--- config.mk ---
export PLATFORM = sky130hd
export DESIGN_NAME = qdi_rx_sync_sink
export DESIGN_NICKNAME = d
export VERILOG_FILES = /design/src/rtl/qdi_rx_sync_sink.sv
export SDC_FILE = /design/constraint.sdc
export NUM_CORES = 1
export LEC_CHECK = 0
export CAP_MARGIN = 20
export CORE_ASPECT_RATIO = 0.8
export CORE_MARGIN = 2
export CORE_UTILIZATION = 40
export DETAILED_ROUTE_END_ITERATION = 8
export MAX_ROUTING_LAYER = met4
export PLACE_DENSITY = 0.65
export SETUP_SLACK_MARGIN = 0.15
export SYNTH_ARGS = -nofsm -noshare
export SYNTH_HDL_FRONTEND = slang
export SYNTH_SLANG_ARGS = --single-unit
--- constraint.sdc ---
create_clock -name CLK -period 5.6 [get_ports CLK]
set_input_delay 0.56 -clock CLK [delete_from_list [all_inputs] [get_ports CLK]]
set_output_delay 0.56 -clock CLK [all_outputs]
set_load 0.03 [all_outputs]
--- src/rtl/qdi_rx_sync_sink.sv ---
// qdi_rx_sync_sink: clocked consumer behind the e1of4 QDI-to-binary receiver.
// Synchronises valid/dout, runs the rxe 4-phase handshake, packs 2-bit digits
// LSB-first into words, buffers them in a first-word-fall-through FIFO and
// keeps saturating token / stall counters plus a sticky ACCEPT timeout flag.
module qdi_rx_sync_sink #(
    parameter int WORD_W  = 8,
    parameter int DEPTH   = 4,
    parameter int SYNC    = 2,
    parameter int TIMEOUT = 1024
) (
    input  logic              CLK,
    input  logic              RESET,
    input  logic              en,
    input  logic [1:0]        dout_in,
    input  logic              valid_in,
    output logic              rxe,
    output logic [WORD_W-1:0] out_data,
    output logic              out_valid,
    input  logic              out_ready,
    output logic [31:0]       tok_cnt,
    output logic [31:0]       stall_cnt,
    output logic              timeout_err
);

    localparam int NDIG = WORD_W / 2;
    localparam int IW   = (NDIG > 1) ? $clog2(NDIG) : 1;
    localparam int AW   = $clog2(DEPTH);
    localparam int CW   = AW + 1;
    localparam logic [IW-1:0] IDX_LAST = IW'(NDIG - 1);
    localparam logic [31:0]   TMO_LAST = (TIMEOUT == 0) ? 32'd0 : 32'(TIMEOUT - 1);

    typedef enum logic {IDLE, ACCEPT} state_t;

    state_t                 state;
    logic [SYNC-1:0]        vsync;
    logic [SYNC-1:0][1:0]   dsync;
    logic                   valid_s;
    logic [1:0]             din_s;
    logic [IW-1:0]          idx;
    logic [WORD_W-1:0]      part;
    logic [WORD_W-1:0]      push_word;
    logic [31:0]            tmo_cnt;
    logic [WORD_W-1:0]      mem [DEPTH];
    logic [AW-1:0]          wptr, rptr;
    logic [CW-1:0]          fifo_cnt;
    logic                   fifo_full, capture, push, pop;

    // Equal-length synchronisers so din_s is aligned with valid_s
    always_ff @(posedge CLK) begin
        if (RESET) begin
            vsync <= '0;
            dsync <= '0;
        end else begin
            vsync <= {vsync[SYNC-2:0], valid_in};
            dsync <= {dsync[SYNC-2:0], dout_in};
        end
    end

    assign valid_s   = vsync[SYNC-1];
    assign din_s     = dsync[SYNC-1];
    assign fifo_full = (fifo_cnt == CW'(DEPTH));
    assign capture   = (state == ACCEPT) && !valid_s;
    assign push      = capture && (idx == IDX_LAST);
    assign out_valid = (fifo_cnt != '0);
    assign pop       = out_valid && out_ready;
    assign out_data  = out_valid ? mem[rptr] : '0;

    // Word being completed: partial word with the current digit dropped into its slot
    always_comb begin
        push_word = part;
        push_word[2*idx +: 2] = din_s;
    end

    // Handshake FSM, digit packing, counters and timeout flag
    always_ff @(posedge CLK) begin
        if (RESET) begin
            state       <= IDLE;
            rxe         <= 1'b0;
            idx         <= '0;
            part        <= '0;
            tok_cnt     <= '0;
            stall_cnt   <= '0;
            tmo_cnt     <= '0;
            timeout_err <= 1'b0;
        end else begin
            case (state)
                IDLE: begin
                    // Free space is only checked here; one ACCEPT pushes at most one word
                    if (valid_s && en && !fifo_full) begin
                        state   <= ACCEPT;
                        rxe     <= 1'b1;
                        tmo_cnt <= '0;
                    end else if (valid_s && stall_cnt != '1) begin
                        stall_cnt <= stall_cnt + 32'd1;
                    end
                end
                ACCEPT: begin
                    if (tmo_cnt != '1)
                        tmo_cnt <= tmo_cnt + 32'd1;
                    if (TIMEOUT != 0 && tmo_cnt == TMO_LAST)
                        timeout_err <= 1'b1;
                    // valid_s low means the receiver has latched dout and gone neutral
                    if (!valid_s) begin
                        state <= IDLE;
                        rxe   <= 1'b0;
                        if (tok_cnt != '1)
                            tok_cnt <= tok_cnt + 32'd1;
                        if (push) begin
                            idx  <= '0;
                            part <= '0;
                        end else begin
                            idx  <= idx + 1'b1;
                            part <= push_word;
                        end
                    end
                end
                default: begin
                    state <= IDLE;
                    rxe   <= 1'b0;
                end
            endcase
        end
    end

    // FIFO storage; contents are don't-care until written, pointers carry the state
    always_ff @(posedge CLK) begin
        if (push)
            mem[wptr] <= push_word;
    end

    // FIFO pointers and occupancy; push and pop together leave the count unchanged
    always_ff @(posedge CLK) begin
        if (RESET) begin
            wptr     <= '0;
            rptr     <= '0;
            fifo_cnt <= '0;
        end else begin
            if (push)
                wptr <= wptr + 1'b1;
            if (pop)
                rptr <= rptr + 1'b1;
            case ({push, pop})
                2'b10:   fifo_cnt <= fifo_cnt + 1'b1;
                2'b01:   fifo_cnt <= fifo_cnt - 1'b1;
                default: fifo_cnt <= fifo_cnt;
            endcase
        end
    end

endmodule

==> flow_summary.json <==
{
  "min_from": "dsync[1]",
  "met1_usage_pct": 27.9,
  "initial_core_util_pct": 41.1,
  "grt_pass1_wl_um": 29900,
  "first_iter_violations": 498,
  "rsz0062_at_grt": "no",
  "setup_viol": 0,
  "wirelength_um": 18100,
  "maxClockFrequency_mhz": 333,
  "power.density_nw_per_um2": 256,
  "muxShareOfSynthArea_pct": 4.26,
  "cts_sinks": 156,
  "end_kind": "flop",
  "antenna_found_initial": 0,
  "drcViolationCount": 0,
  "slew-limit-headroom_pct": 39.4,
  "clock_latency_ns": 0.43,
  "post-route-min-period_ns": 3.00,
  "multi_input_area_um2": 3800,
  "dr.pass1.iters": 5,
  "p_leak_nw": 2.85,
  "grt_util_met3_pct": 4.71,
  "wire_per_inst_um": 15.8,
  "cts_made_buffers": 17,
  "post-dp-hpwl_um": 12400,
  "syn_area_um2": 7520,
  "synth_cell_types": 63,
  "ir_worst_vdd_v": 0.000147,
  "skew_ns": 0.00874,
  "synth_warnings": 0,
  "drive_gt1_share_pct": 6.73,
  "clk_pin_slew_ns": 0.07,
  "critPathKind": "flop to flop",
  "cts_htree_levels": 4,
  "die_y_um": 127,
  "drv_cap": 0,
  "io_pins": 82,
  "stdcell_count": 1145,
  "core_um2": 18300,
  "tightest_slew_ns": 0.901,
  "rows": 44,
  "synth_xor_area_share_pct": 2.56,
  "grt_use_total_pct": 19.2,
  "ant_nets": 0,
  "final_cell_mix": "dfxtp_1, clkdlybuf4s50_1, nand2_1",
  "synth-simple-area-share_pct": 26.7,
  "status": "finished clean",
  "cpMaxStageDelayCell": "dfxtp_1",
  "die_area_um2": 19900,
  "hold_path_class": "flop to flop",
  "fin_crit_sh_pct": 53.7,
  "numPortBuffers": 81,
  "die_x_um": 157,
  "clk_path_buf_depth": 2,
  "regArea_um2": 3440,
  "nFillCells": 1717,
  "synth-seq-cells": 156,
  "cts_hold_buf": 0,
  "synth_top_family_by_area": "simple AND/OR/NAND/NOR gates",
  "met2_usage_pct": 26.6,
  "grt_max_degree": 63,
  "hold_violations": 0,
  "path_max_fanout": 24,
  "viasPerCell": 5.61,
  "cts_tree": "built",
  "synth_fa_ha_area_share_pct": 2.43,
  "maxSlewViolCount": 0,
  "layout-area-overhead-vs-synth_pct": 20.6,
  "postCtsSetupRepairBufs": 0,
  "postSynthAreaPerCell_um2": 9.23,
  "cpPeakStageDelay_ns": 0.83,
  "r2r-start": "state",
  "ys_seq_area_share_pct": 45.8,
  "synthCells": 815,
  "fin_setup_tns_ns": 0,
  "cp-startpoint": "state",
  "antenna_cells": 0,
  "grt-busiest-layer": "met1",
  "path_cells": "nor2b_1 > nand2_1 > or4_1 > or3_1 > a21oi_1",
  "start_kind": "flop",
  "gp_congestion": 0.891,
  "synth_compound_area_share_pct": 14.6,
  "nNetsFinal": 900,
  "grt_overflow_total": 0,
  "vias": 6425,
  "synth_top_flop_cell": "dfxtp_1",
  "crit_required_ns": 5.96,
  "async_flop_share_pct": 0,
  "layout_commonest_cell": "dfxtp_1",
  "dp_cells": 1113,
  "cts-root-buf": "clkbuf_16",
  "synth_nets": 836,
  "holdWs_ns": 0.436,
  "grt_pass1_vias": 5729,
  "cts_resized": 0,
  "critical_path_arrival_ns": 3.36,
  "synth_edf_count": 32
}
metrics by stage:
step	util, %	worst slack (ns)	area, um2	power [mW]
finish	49.6	2.60	9060	2.32
global route	49.6	2.29	9060	2.40
CTS	49.6	2.53	9060	2.35
detailed placement	46.4	2.60	8480	1.22
global placement	46.4	2.67	8480	1.22
floorplan	-	3.24	7520	1.20
routing by layer:
metal | share of wire [%] | routed length (um)
met5 | 0 | 0
met4 | 0.99 | 179
met3 | 6.2 | 1120
met2 | 43 | 7760
met1 | 50 | 9030
registers in the layout, indices dropped and copies added (netlist names), named ones only:
signal and count:
tmo_cnt 32, dsync 2, mem 32, wptr 2
part 8, vsync 2, fifo_cnt 3, rptr 2
state 1, rxe 1, timeout_err 1, idx 2
stall_cnt 32, din_s 2, tok_cnt 32
where the power goes:
| part | internal (mW) | switching [mW] | total [mW] |
|---|---|---|---|
| registers | 1.15 | 0.00388 | 1.15 |
| clock network | 0.627 | 0.501 | 1.13 |
| logic | 0.0120 | 0.0318 | 0.0438 |
cells by family after synthesis:
| family | count (synthesis) |
|---|---|
| XOR/XNOR | 22 |
| buffers and inverters | 66 |
| multiplexers | 21 |
| adder cells (fa/ha/maj) | 14 |
| flip-flops | 156 |
| AO/OA/AOI/OAI | 173 |
| AND/OR/NAND/NOR | 363 |
worst max-delay path: cells and delay by family, from the launching register on:
family          cells  cell delay [ns]
simple gates        4             1.98
flops               1             0.83
compound gates      1             0.14
cells in the mapped netlist (12+ instances only):
master      n  area, um2
a21oi_1    59        295
a31oi_1    12       75.1
and2_1     13       81.3
and3_1     14       87.6
clkbuf_1   24       90.1
dfxtp_1   124       2480
edfxtp_1   32        961
ha_1       13        163
inv_1      28        105
nand2_1    71        267
nand3_1    44        220
nand4_1    26        163
nor2_1     60        225
nor2b_1    14       87.6
nor3_1     14       70.1
nor4_1     21        131
o21ai_0    27        135
o31ai_1    17        128
or3_1      30        188
or4_1      21        158
final timing paths:
check / slack, ns / depth (start not counted) / to
hold reg to reg: 0.44 / 1 / din_s[1]
hold / removal: 0.44 / 1 / din_s[1]
setup reg to reg: 2.60 / 5 / tok_cnt[28]
setup / recovery: 2.60 / 5 / tok_cnt[28]
final cells by class:
| class | count | share of cell area (%) |
|---|---|---|
| Clock inverter | 15 | 1.71 |
| Multi-Input combinational cell | 593 | 41.9 |
| Clock buffer | 17 | 4.69 |
| Sequential cell | 156 | 38.0 |
| Timing Repair Buffer | 83 | 9.08 |
| Tap cell | 253 | 3.49 |
| Inverter | 28 | 1.16 |
No activity file was read; power rests on OpenSTA's default activity.
